--- config.mk ---
export PLATFORM = sky130hd
export DESIGN_NAME = subtractor_ternary_serial_flat
export DESIGN_NICKNAME = d
export VERILOG_FILES = /design/src/rtl/subtractor_ternary_serial_if.sv /design/src/rtl/subtractor_ternary_serial.sv /design/src/flat_wrapper.sv
export SDC_FILE = /design/constraint.sdc
export NUM_CORES = 1
export LEC_CHECK = 0
export CORE_ASPECT_RATIO = 2
export CORE_UTILIZATION = 35
export CTS_CLUSTER_DIAMETER = 120
export CTS_CLUSTER_SIZE = 28
export DETAILED_ROUTE_END_ITERATION = 8
export SETUP_SLACK_MARGIN = 0.3
export SLEW_MARGIN = 20
export SYNTH_ARGS = -nofsm -noshare
export SYNTH_HDL_FRONTEND = slang
export SYNTH_SLANG_ARGS = --single-unit
--- constraint.sdc ---
create_clock -name clk -period 3.22 [get_ports clk]
set_clock_uncertainty 0.1 [all_clocks]
set_input_delay 0.966 -clock clk [delete_from_list [all_inputs] [get_ports clk]]
set_output_delay 0.966 -clock clk [all_outputs]
set_load 0.02 [all_outputs]
--- src/rtl/subtractor_ternary_serial_if.sv ---
// Valid/ready bundle for the serial ternary subtractor: operand side and result side.
// The slave modport is the subtractor's view; master is the upstream/downstream view.
interface subtractor_ternary_serial_if #(
    parameter int WIDTH = 8
);
    logic             in_valid;
    logic             in_ready;
    logic [WIDTH-1:0] in0;
    logic [WIDTH-1:0] in1;
    logic [WIDTH-1:0] in2;
    logic             out_valid;
    logic             out_ready;
    logic [WIDTH-1:0] diff;
    logic [1:0]       borrow;

    modport master (
        output in_valid, in0, in1, in2, out_ready,
        input  in_ready, out_valid, diff, borrow
    );

    modport slave (
        input  in_valid, in0, in1, in2, out_ready,
        output in_ready, out_valid, diff, borrow
    );
endinterface

--- src/rtl/subtractor_ternary_serial.sv ---
// Digit-serial in0 - in1 - in2 (mod 2^WIDTH), LSB-first, BITS_PER_CYCLE bits per RUN cycle.
// Reports the final borrow (0..2) so the true difference is diff - borrow * 2^WIDTH.
module subtractor_ternary_serial #(
    parameter int WIDTH          = 8,
    parameter int BITS_PER_CYCLE = 1
) (
    input logic                       clk,
    input logic                       rst,
    subtractor_ternary_serial_if.slave bus
);
    localparam int N     = WIDTH / BITS_PER_CYCLE;
    localparam int CNT_W = (N > 1) ? $clog2(N) : 1;

    generate
        if (WIDTH < 1 || (WIDTH % BITS_PER_CYCLE) != 0) begin : g_bad_params
            $error("subtractor_ternary_serial: BITS_PER_CYCLE must divide WIDTH and WIDTH >= 1");
        end
    endgenerate

    typedef enum logic [1:0] {IDLE, RUN, DONE} state_t;

    state_t                    state;
    logic [WIDTH-1:0]          a_sr, b_sr, c_sr;
    logic [WIDTH-1:0]          diff_q;
    logic [1:0]                br;
    logic [1:0]                borrow_q;
    logic [CNT_W-1:0]          cnt;
    logic                      in_ready_q;
    logic                      out_valid_q;
    logic [BITS_PER_CYCLE-1:0] res_chunk;
    logic [1:0]                br_next;

    // Borrow-chain slice: per bit t = a - b - c - br in [-4, 1], next borrow = -floor(t/2).
    always_comb begin
        logic signed [3:0] t;
        logic [1:0]        br_chain;
        // NOTE: blocking assignments are intentional here; the borrow ripples bit to bit
        // within a single evaluation, and every variable gets a default so no latch forms.
        t         = '0;
        br_chain  = br;
        res_chunk = '0;
        for (int i = 0; i < BITS_PER_CYCLE; i++) begin
            t            = 4'({3'b000, a_sr[i]} - {3'b000, b_sr[i]} - {3'b000, c_sr[i]} - {2'b00, br_chain});
            res_chunk[i] = t[0];
            br_chain     = 2'(-(t >>> 1));
        end
        br_next = br_chain;
    end

    // NOTE: sequential state uses non-blocking assignments only; the operand registers
    // are reset too, so an operation discarded by reset leaves nothing behind.
    always_ff @(posedge clk) begin
        if (rst) begin
            state       <= IDLE;
            a_sr        <= '0;
            b_sr        <= '0;
            c_sr        <= '0;
            diff_q      <= '0;
            br          <= '0;
            borrow_q    <= '0;
            cnt         <= '0;
            in_ready_q  <= 1'b1;
            out_valid_q <= 1'b0;
        end else begin
            case (state)
                IDLE: begin
                    if (bus.in_valid) begin
                        a_sr       <= bus.in0;
                        b_sr       <= bus.in1;
                        c_sr       <= bus.in2;
                        br         <= '0;
                        cnt        <= '0;
                        in_ready_q <= 1'b0;
                        state      <= RUN;
                    end
                end
                RUN: begin
                    a_sr   <= a_sr >> BITS_PER_CYCLE;
                    b_sr   <= b_sr >> BITS_PER_CYCLE;
                    c_sr   <= c_sr >> BITS_PER_CYCLE;
                    // Result chunks enter at the MSB end so the LSB chunk lands at bit 0 last.
                    diff_q <= WIDTH'({res_chunk, diff_q} >> BITS_PER_CYCLE);
                    br     <= br_next;
                    cnt    <= cnt + 1'b1;
                    if (cnt == CNT_W'(N - 1)) begin
                        borrow_q    <= br_next;
                        out_valid_q <= 1'b1;
                        state       <= DONE;
                    end
                end
                DONE: begin
                    if (bus.out_ready) begin
                        out_valid_q <= 1'b0;
                        in_ready_q  <= 1'b1;
                        state       <= IDLE;
                    end
                end
                default: begin
                    state       <= IDLE;
                    in_ready_q  <= 1'b1;
                    out_valid_q <= 1'b0;
                end
            endcase
        end
    end

    assign bus.in_ready  = in_ready_q;
    assign bus.out_valid = out_valid_q;
    assign bus.diff      = diff_q;
    assign bus.borrow    = borrow_q;
endmodule

--- src/flat_wrapper.sv ---
// flat-port wrapper written by rule: the top's interface ports become plain ports
module subtractor_ternary_serial_flat 
#(
    parameter int WIDTH          = 8,
    parameter int BITS_PER_CYCLE = 1
)
  (clk, rst, bus_in_valid, bus_in0, bus_in1, bus_in2, bus_out_ready, bus_in_ready, bus_out_valid, bus_diff, bus_borrow);
  subtractor_ternary_serial_if #(.WIDTH(WIDTH)) bus_i ();
  input logic clk;
  input logic rst;
  input wire logic [$bits(bus_i.in_valid)-1:0] bus_in_valid;
  input wire logic [$bits(bus_i.in0)-1:0] bus_in0;
  input wire logic [$bits(bus_i.in1)-1:0] bus_in1;
  input wire logic [$bits(bus_i.in2)-1:0] bus_in2;
  input wire logic [$bits(bus_i.out_ready)-1:0] bus_out_ready;
  output wire logic [$bits(bus_i.in_ready)-1:0] bus_in_ready;
  output wire logic [$bits(bus_i.out_valid)-1:0] bus_out_valid;
  output wire logic [$bits(bus_i.diff)-1:0] bus_diff;
  output wire logic [$bits(bus_i.borrow)-1:0] bus_borrow;
  assign bus_i.in_valid = bus_in_valid;
  assign bus_i.in0 = bus_in0;
  assign bus_i.in1 = bus_in1;
  assign bus_i.in2 = bus_in2;
  assign bus_i.out_ready = bus_out_ready;
  assign bus_in_ready = bus_i.in_ready;
  assign bus_out_valid = bus_i.out_valid;
  assign bus_diff = bus_i.diff;
  assign bus_borrow = bus_i.borrow;
  subtractor_ternary_serial #(.WIDTH(WIDTH), .BITS_PER_CYCLE(BITS_PER_CYCLE)) u_core (.clk(clk), .rst(rst), .bus(bus_i));
endmodule
==> summary.md, run 1 <==
| Metric | Value |
|---|---|
| Status | `completed` |
| Core Area | `5710 sq um` |
| Gr usage total | `16.1%` |
| Syn nets | `276` |
| Area Overhead vs Synth | `25.3%` |
| Maximum fanout along the worst path | `3` |
| Max stage delay on crit path | `0.60 ns` |
| Final setup violation count | `0` |
| Pin count of the biggest net entering global routing | `44` |
| Post_cts resized | `0` |
| Clock sinks | `43` |
| Crit path kind | `flip-flop to flip-flop` |
| Fin nets | `307` |
| Synth top area share | `41.7%` |
| Top cells by area in the synthesized netlist | `dfxtp_1 42%, or3b_1 8.9%, a21oi_1 8.2%` |
| RSZ-0062 raised after global routing | `no` |
| DRC viols | `0` |
| Static leakage | `0.000976 uW` |
| Rel. slew slack | `56.3%` |
| CP Launch Type | `flip-flop` |
| Clock-pin slew on the worst setup and hold paths | `0.06 ns` |
| FF/Latch Area | `861 sq um` |
| Die X | `56.3 um` |
| Measured slew at the worst slew-check pin | `0.654 ns` |
| Final hold viol count | `0` |
| Synth Area in Adders | `4.37%` |
| Initial Util | `36.1%` |
| Via count of the first global-routing pass | `1672` |
| Clock power frac | `37.6%` |
| Post-DR vias/cell | `5.24` |
| Fin crit period | `2.64 ns` |
| CTS buffer count | `5` |
| GP Congestion | `0.736` |
| Largest family of logic cells by synthesized area | `simple AND/OR/NAND/NOR gates` |
| Synth Area in XOR/XNOR | `1.09%` |
| DIE AREA | `6220 sq um` |
| Post-DP HPWL | `2970 um` |
| Mapped Avg Cell Area | `8.53 sq um` |
| Gr ovfl total | `0` |
| Count of state elements after synthesis | `43` |
| Vias | `1754` |
| Die Height | `111 um` |
| Worst VDD drop | `0.334 mV` |
| CP arrival | `2.70 ns` |
| Most frequent cells in the layout | `43 x dfxtp_1, 39 x clkdlybuf4s50_1, 34 x a21oi_1, 30 x nor2_1, 24 x nand2b_1` |
| WL final | `4490 um` |
| CP Buf/Inv Count | `2` |
| Mapped Area | `2060 sq um` |
| Post-DRT Antenna Nets | `0` |
| I/O Buffers | `39` |
| Delay-heaviest family, CP | `adder cells` |
| Power per cell area | `506 nW/um^2` |
| Drt initial violations | `47` |
| CTS Buffer Depth | `2` |
| Worst setup EP type | `flip-flop` |
| Total power | `1310 uW` |
| Switching Share | `25.5%` |
| Commonest non-fill, non-tap cell in the layout | `dfxtp_1` |
| Clk_lat worst skew | `0.28 ns` |
| Max-slew violation count | `0` |
| Combinational share of power | `17.4%` |
| Min-delay worst type | `flip-flop to flip-flop` |
| CTS tree | `done` |
| Net switching power | `334 uW` |
| Post-Syn Instances | `242` |
| Power share of the sequential group | `45.0%` |
| Number of diodes | `0` |
| Int Pwr | `976 uW` |
| Root buffer cell | `clkbuf_16` |
| Setup TNS Final | `0 ns` |
| Max Cap Violations | `0` |
| Worst EP required | `3.28 ns` |
| Post-synthesis compound-gate area fraction | `14.1%` |
| Row count | `39` |
| Sequential area share after synthesis | `41.7%` |
| Wire per inst | `13.4 um` |
| Crit-path cells | `inv_1 -> ha_1 -> inv_1 -> fa_1 -> fa_1 -> xnor3_1 -> a22oi_1 -> nor2_1` |
| Area leader, netlist | `dfxtp_1` |
| Yosys warning count | `0` |
| Synth Area in Simple Gates | `31.4%` |
| Fmax | `378 MHz` |
| Mux share of post-synthesis cell area | `0.485%` |
| TritonRoute pass-1 iters | `5` |
| Critical path's slowest cell | `fa_1` |
| First-pass GRT wire length | `7850 um` |
| Ports | `40` |
| Synth cell types | `28` |
| Post-CTS setup buffers | `0` |
| Period Utilization, post-route | `82.1%` |
| Fillers | `574` |
| Layout cell share with drive strength beyond 1 | `5.11%` |
| Post-CTS Hold Fix Bufs | `0` |
| Antenna violations before repair | `0` |
| Worst hold slack | `0.356 ns` |
| CTS HTree Levels | `2` |
| Multi-input gate area | `1060 sq um` |
[path summary, 6_finish.rpt]
check | startpoint | endpoint | slack, ns | cells after the start
worst max-delay path | u_core.a_sr[0]$_SDFFE_PP0P_ | u_core.br[1]$_SDFFE_PP0P_ | 0.58 | 8
worst min-delay path | u_core.bus.diff[0]$_SDFFE_PP0P_ | u_core.bus.diff[0]$_SDFFE_PP0P_ | 0.36 | 2
worst max register to register | u_core.a_sr[0]$_SDFFE_PP0P_ | u_core.br[1]$_SDFFE_PP0P_ | 0.58 | 8
worst min register to register | u_core.bus.diff[0]$_SDFFE_PP0P_ | u_core.bus.diff[0]$_SDFFE_PP0P_ | 0.36 | 2
[state kept, by name, indices dropped and copies added (netlist names)]
signal                flops
u_core.state              2
u_core.bus.in_ready       1
u_core.cnt                3
u_core.bus.diff           8
u_core.bus.borrow         2
u_core.c_sr               8
u_core.a_sr               8
u_core.b_sr               8
u_core.br                 2
u_core.bus.out_valid      1
[metal layers]
metal	routed length (um)	vias to the layer above	track usage [%]
met1	1880	830	18.4
met2	2360	37	27.0
met5	0	-	0
met4	122	0	9.11
li1	-	878	-
met3	135	9	3.28
[cell type report]
type / count / share of cell area (%)
inverters: 5 / 0.726
clock inverters: 2 / 0.484
repair buffers: 44 / 16.6
multi-input cells: 174 / 41.0
flip-flops and latches: 43 / 33.3
clock buffers: 6 / 4.99
well taps: 61 / 2.95
[power groups by stage]
stage,Combinational [uW],Clock [uW],Sequential (uW)
6_report,228,492,590
5_1_grt,254,529,594
4_1_cts,231,505,590
3_5_place_dp,229,0,601
3_3_place_gp,224,0,600
2_1_floorplan,167,0,598
[synthesized netlist by cell type (all sizes together)]
library cell / instances
ha: 4
nand3: 1
fa: 2
a22oi: 7
inv: 5
o21ba: 1
nor2: 30
o21bai: 2
and2b: 1
mux2i: 1
nand3b: 1
or3b: 21
nor3b: 1
a211oi: 3
clkbuf: 6
a2bb2oi: 1
nor3: 21
buf: 14
dfxtp: 43
nand2b: 24
nand2: 18
a21oi: 34
xnor3: 1
[worst min-delay path: cells and delay by family, from the launching register on]
kind / cells / cell delay [ns]
AO/OA/AOI/OAI: 1 / 0.05
AND/OR/NAND/NOR: 1 / 0.05
flip-flops: 1 / 0.31
[cells by family (layout without fill, tap and decap cells)]
family / Yosys count / after routing
AO/OA/AOI/OAI: 48 / 48
XOR/XNOR: 1 / 1
adder cells (fa/ha/maj): 6 / 6
buffers and inverters: 25 / 57
flip-flops: 43 / 43
multiplexers: 1 / 1
AND/OR/NAND/NOR: 118 / 118
[stage by stage]
step	std cells	worst slack [ns]	area, sq um	util, %
floorplan	242	0.736	2060	-
global placement	327	0.661	2440	42.8
detailed placement	327	0.605	2440	42.8
CTS	335	0.571	2580	45.3
global route	335	0.470	2580	45.3
finish	335	0.575	2580	45.3
No activity file was read; power rests on OpenSTA's default activity.
==> inputs of run 2 (changes only) <==
==> constraint.sdc (replaced) <==
create_clock -name clk -period 2.35 [get_ports clk]
set_clock_uncertainty 0.1 [all_clocks]
set_input_delay 0.705 -clock clk [delete_from_list [all_inputs] [get_ports clk]]
set_output_delay 0.705 -clock clk [all_outputs]
set_load 0.02 [all_outputs]
==> summary.md, run 2 (synthesis gave the netlist of run 1 again) <==
| Metric | Value |
|---|---|
| Measured slew at the worst slew-check pin | `0.477 ns (-0.177 ns)` |
| Hold depth | `2 (unchanged)` |
| Final hold viol count | `0 (unchanged)` |
| Clock sinks | `43 (unchanged)` |
| Crit path kind | `flip-flop to flip-flop` |
| Fin nets | `309 (+0.65%)` |
| CTS buffer count | `5 (unchanged)` |
| Die X | `56.3 um (unchanged)` |
| CTS HTree Levels | `2 (unchanged)` |
| Min-delay worst type | `flip-flop to flip-flop` |
| Post-DR vias/cell | `5.15 (-1.6%)` |
| Max Cap Violations | `0 (unchanged)` |
| Worst Reg-to-Reg Cells | `8 (unchanged)` |
| Max-slew violation count | `0 (unchanged)` |
| Setup WS pre-CTS | `0.118 ns (-0.487 ns)` |
| Via count of the first global-routing pass | `1728 (+3.3%)` |
| Most frequent cells in the layout | `42 x dfxtp_1, 34 x a21oi_1, 30 x nor2_1, 28 x clkdlybuf4s50_1, 24 x nand2b_1` |
| Post-CTS Hold Fix Bufs | `0 (unchanged)` |
| Worst EP required | `2.42 ns (-0.86 ns)` |
| Number of diodes | `0 (unchanged)` |
| Fmax | `458 MHz (+21%)` |
| Setup TNS Final | `0 ns (unchanged)` |
| Fin crit period | `2.18 ns (-0.464 ns)` |
| Post-DP HPWL | `2870 um (-3.5%)` |
| Finished Layout Cells | `336 (+0.30%)` |
| Clock-pin slew on the worst setup and hold paths | `0.06 ns (about the same)` |
| Row count | `39 (unchanged)` |
| Power per cell area | `685 nW/um^2 (+35%)` |
| Worst VDD drop | `0.673 mV (+100%)` |
| I/O Buffers | `39 (unchanged)` |
| Die Height | `111 um (unchanged)` |
| Post-layout util | `46.6% (+1.4 points)` |
| CP Launch Type | `flip-flop` |
| Status | `completed` |
| Vias | `1731 (-1.3%)` |
| Post-DRT Antenna Nets | `0 (unchanged)` |
| Critical R2R Capture | `u_core.br[1]$_SDFFE_PP0P_` |
| GP Congestion | `0.692 (-6.0%)` |
| Layout cell share with drive strength beyond 1 | `8.00% (+2.9 points)` |
| DRC viols | `0 (unchanged)` |
| Fillers | `592 (+3.1%)` |
| Root buffer cell | `clkbuf_16` |
| RSZ-0062 raised after global routing | `yes` |
| Final setup violation count | `0 (unchanged)` |
| Drt initial violations | `58 (+23%)` |
| Dpl cells | `327 (unchanged)` |
| Worst hold slack | `0.355 ns (-0.000875 ns)` |
| Period Utilization, post-route | `92.8% (+11 points)` |
| R2R Setup Slk | `0.17 ns (-0.41 ns)` |
| Core Area | `5710 sq um (unchanged)` |
| Min-Delay Endpoint | `u_core.bus.diff[0]$_SDFFE_PP0P_` |
| Initial Util | `36.1% (unchanged)` |
| Final WS setup | `0.169 ns (-0.406 ns)` |
| Worst setup EP type | `flip-flop` |
| Hold_sp | `u_core.bus.diff[0]$_SDFFE_PP0P_` |
| Static leakage | `0.00111 uW (+13%)` |
| CTS Buffer Depth | `2 (unchanged)` |
| DIE AREA | `6220 sq um (unchanged)` |
| Area Overhead vs Synth | `29.0%` |
| Gr usage total | `15.1% (-0.94 points)` |
| Gr ovfl total | `0 (unchanged)` |
| CTS tree | `done` |
| Antenna violations before repair | `0 (unchanged)` |
| Commonest non-fill, non-tap cell in the layout | `dfxtp_1` |
| CP arrival | `2.25 ns (-0.45 ns)` |
| WL final | `4390 um (-2.4%)` |
| Worst R2R Start | `u_core.a_sr[0]$_SDFFE_PP0P_` |
| Wire per inst | `13.1 um (-2.7%)` |
| Pin count of the biggest net entering global routing | `54 (+23%)` |
| CP startpoint | `u_core.a_sr[0]$_SDFFE_PP0P_` |
| Rel. slew slack | `68.2% (+12 points)` |
| Clk_lat worst skew | `0.28 ns (about the same)` |
| TritonRoute pass-1 iters | `4 (-1)` |
| Ports | `40 (unchanged)` |
| First-pass GRT wire length | `7520 um (-4.2%)` |
| Maximum fanout along the worst path | `3 (unchanged)` |
[run 2: timing repair]
action / 4_1_cts / 5_1_grt
buffers inserted: 1 / 1
resized for setup: 7 / 6
setup endpoints to repair: 9 / 7
pin swaps: 0 / 2
[run 2: critical path: stages, from the launching register on]
cell and delay [ns]:
dfxtp_2 0.33, inv_4 0.04, ha_4 0.25, inv_2 0.03
fa_2 0.33, fa_2 0.54, xnor3_1 0.23, a22oi_1 0.15
nor2_1 0.06
[run 2: worst max-delay path by stage]
stage | endpoint | slack [ns] | depth (start not counted)
after global placement | u_core.a_sr[0]$_SDFFE_PP0P_ | 0.15 | 5
after detailed placement | u_core.a_sr[4]$_SDFFE_PP0P_ | 0.12 | 5
after global routing | u_core.br[1]$_SDFFE_PP0P_ | 0.05 | 8
after floorplan | u_core.br[1]$_SDFFE_PP0P_ | 0.25 | 8
final | u_core.br[1]$_SDFFE_PP0P_ | 0.17 | 8
after CTS | u_core.br[1]$_SDFFE_PP0P_ | 0.19 | 8
[run 2: power breakdown]
part	internal [uW]	switching, uW	leakage (uW)
registers	780	24.5	0.000354
logic	178	155	0.000681
clock network	415	271	0.0000727
[run 2: cell type report]
cell class              count  area (sq um)  share of cell area, %
clock buffers               6           139                   5.22
clock inverters             1          5.00                  0.188
inverters                   5          21.3                  0.799
multi-input cells         174          1080                   40.5
flip-flops and latches     43           862                   32.4
well taps                  61          76.3                   2.87
repair buffers             46           482                   18.1
[run 2: per-stage QoR]
stage	cell area, sq um	total power, uW
3_3_place_gp	2500	1140
2_1_floorplan	2080	1050
4_1_cts	2640	1840
5_1_grt	2660	1910
6_report	2660	1820
3_5_place_dp	2500	1150
[run 2: layer usage]
layer	vias to the layer above	track usage [%]	wire (um)
met1	802	16.9	1730
li1	883	-	-
met4	0	7.48	148
met5	-	0	0
met2	35	26.8	2360
met3	11	2.58	138
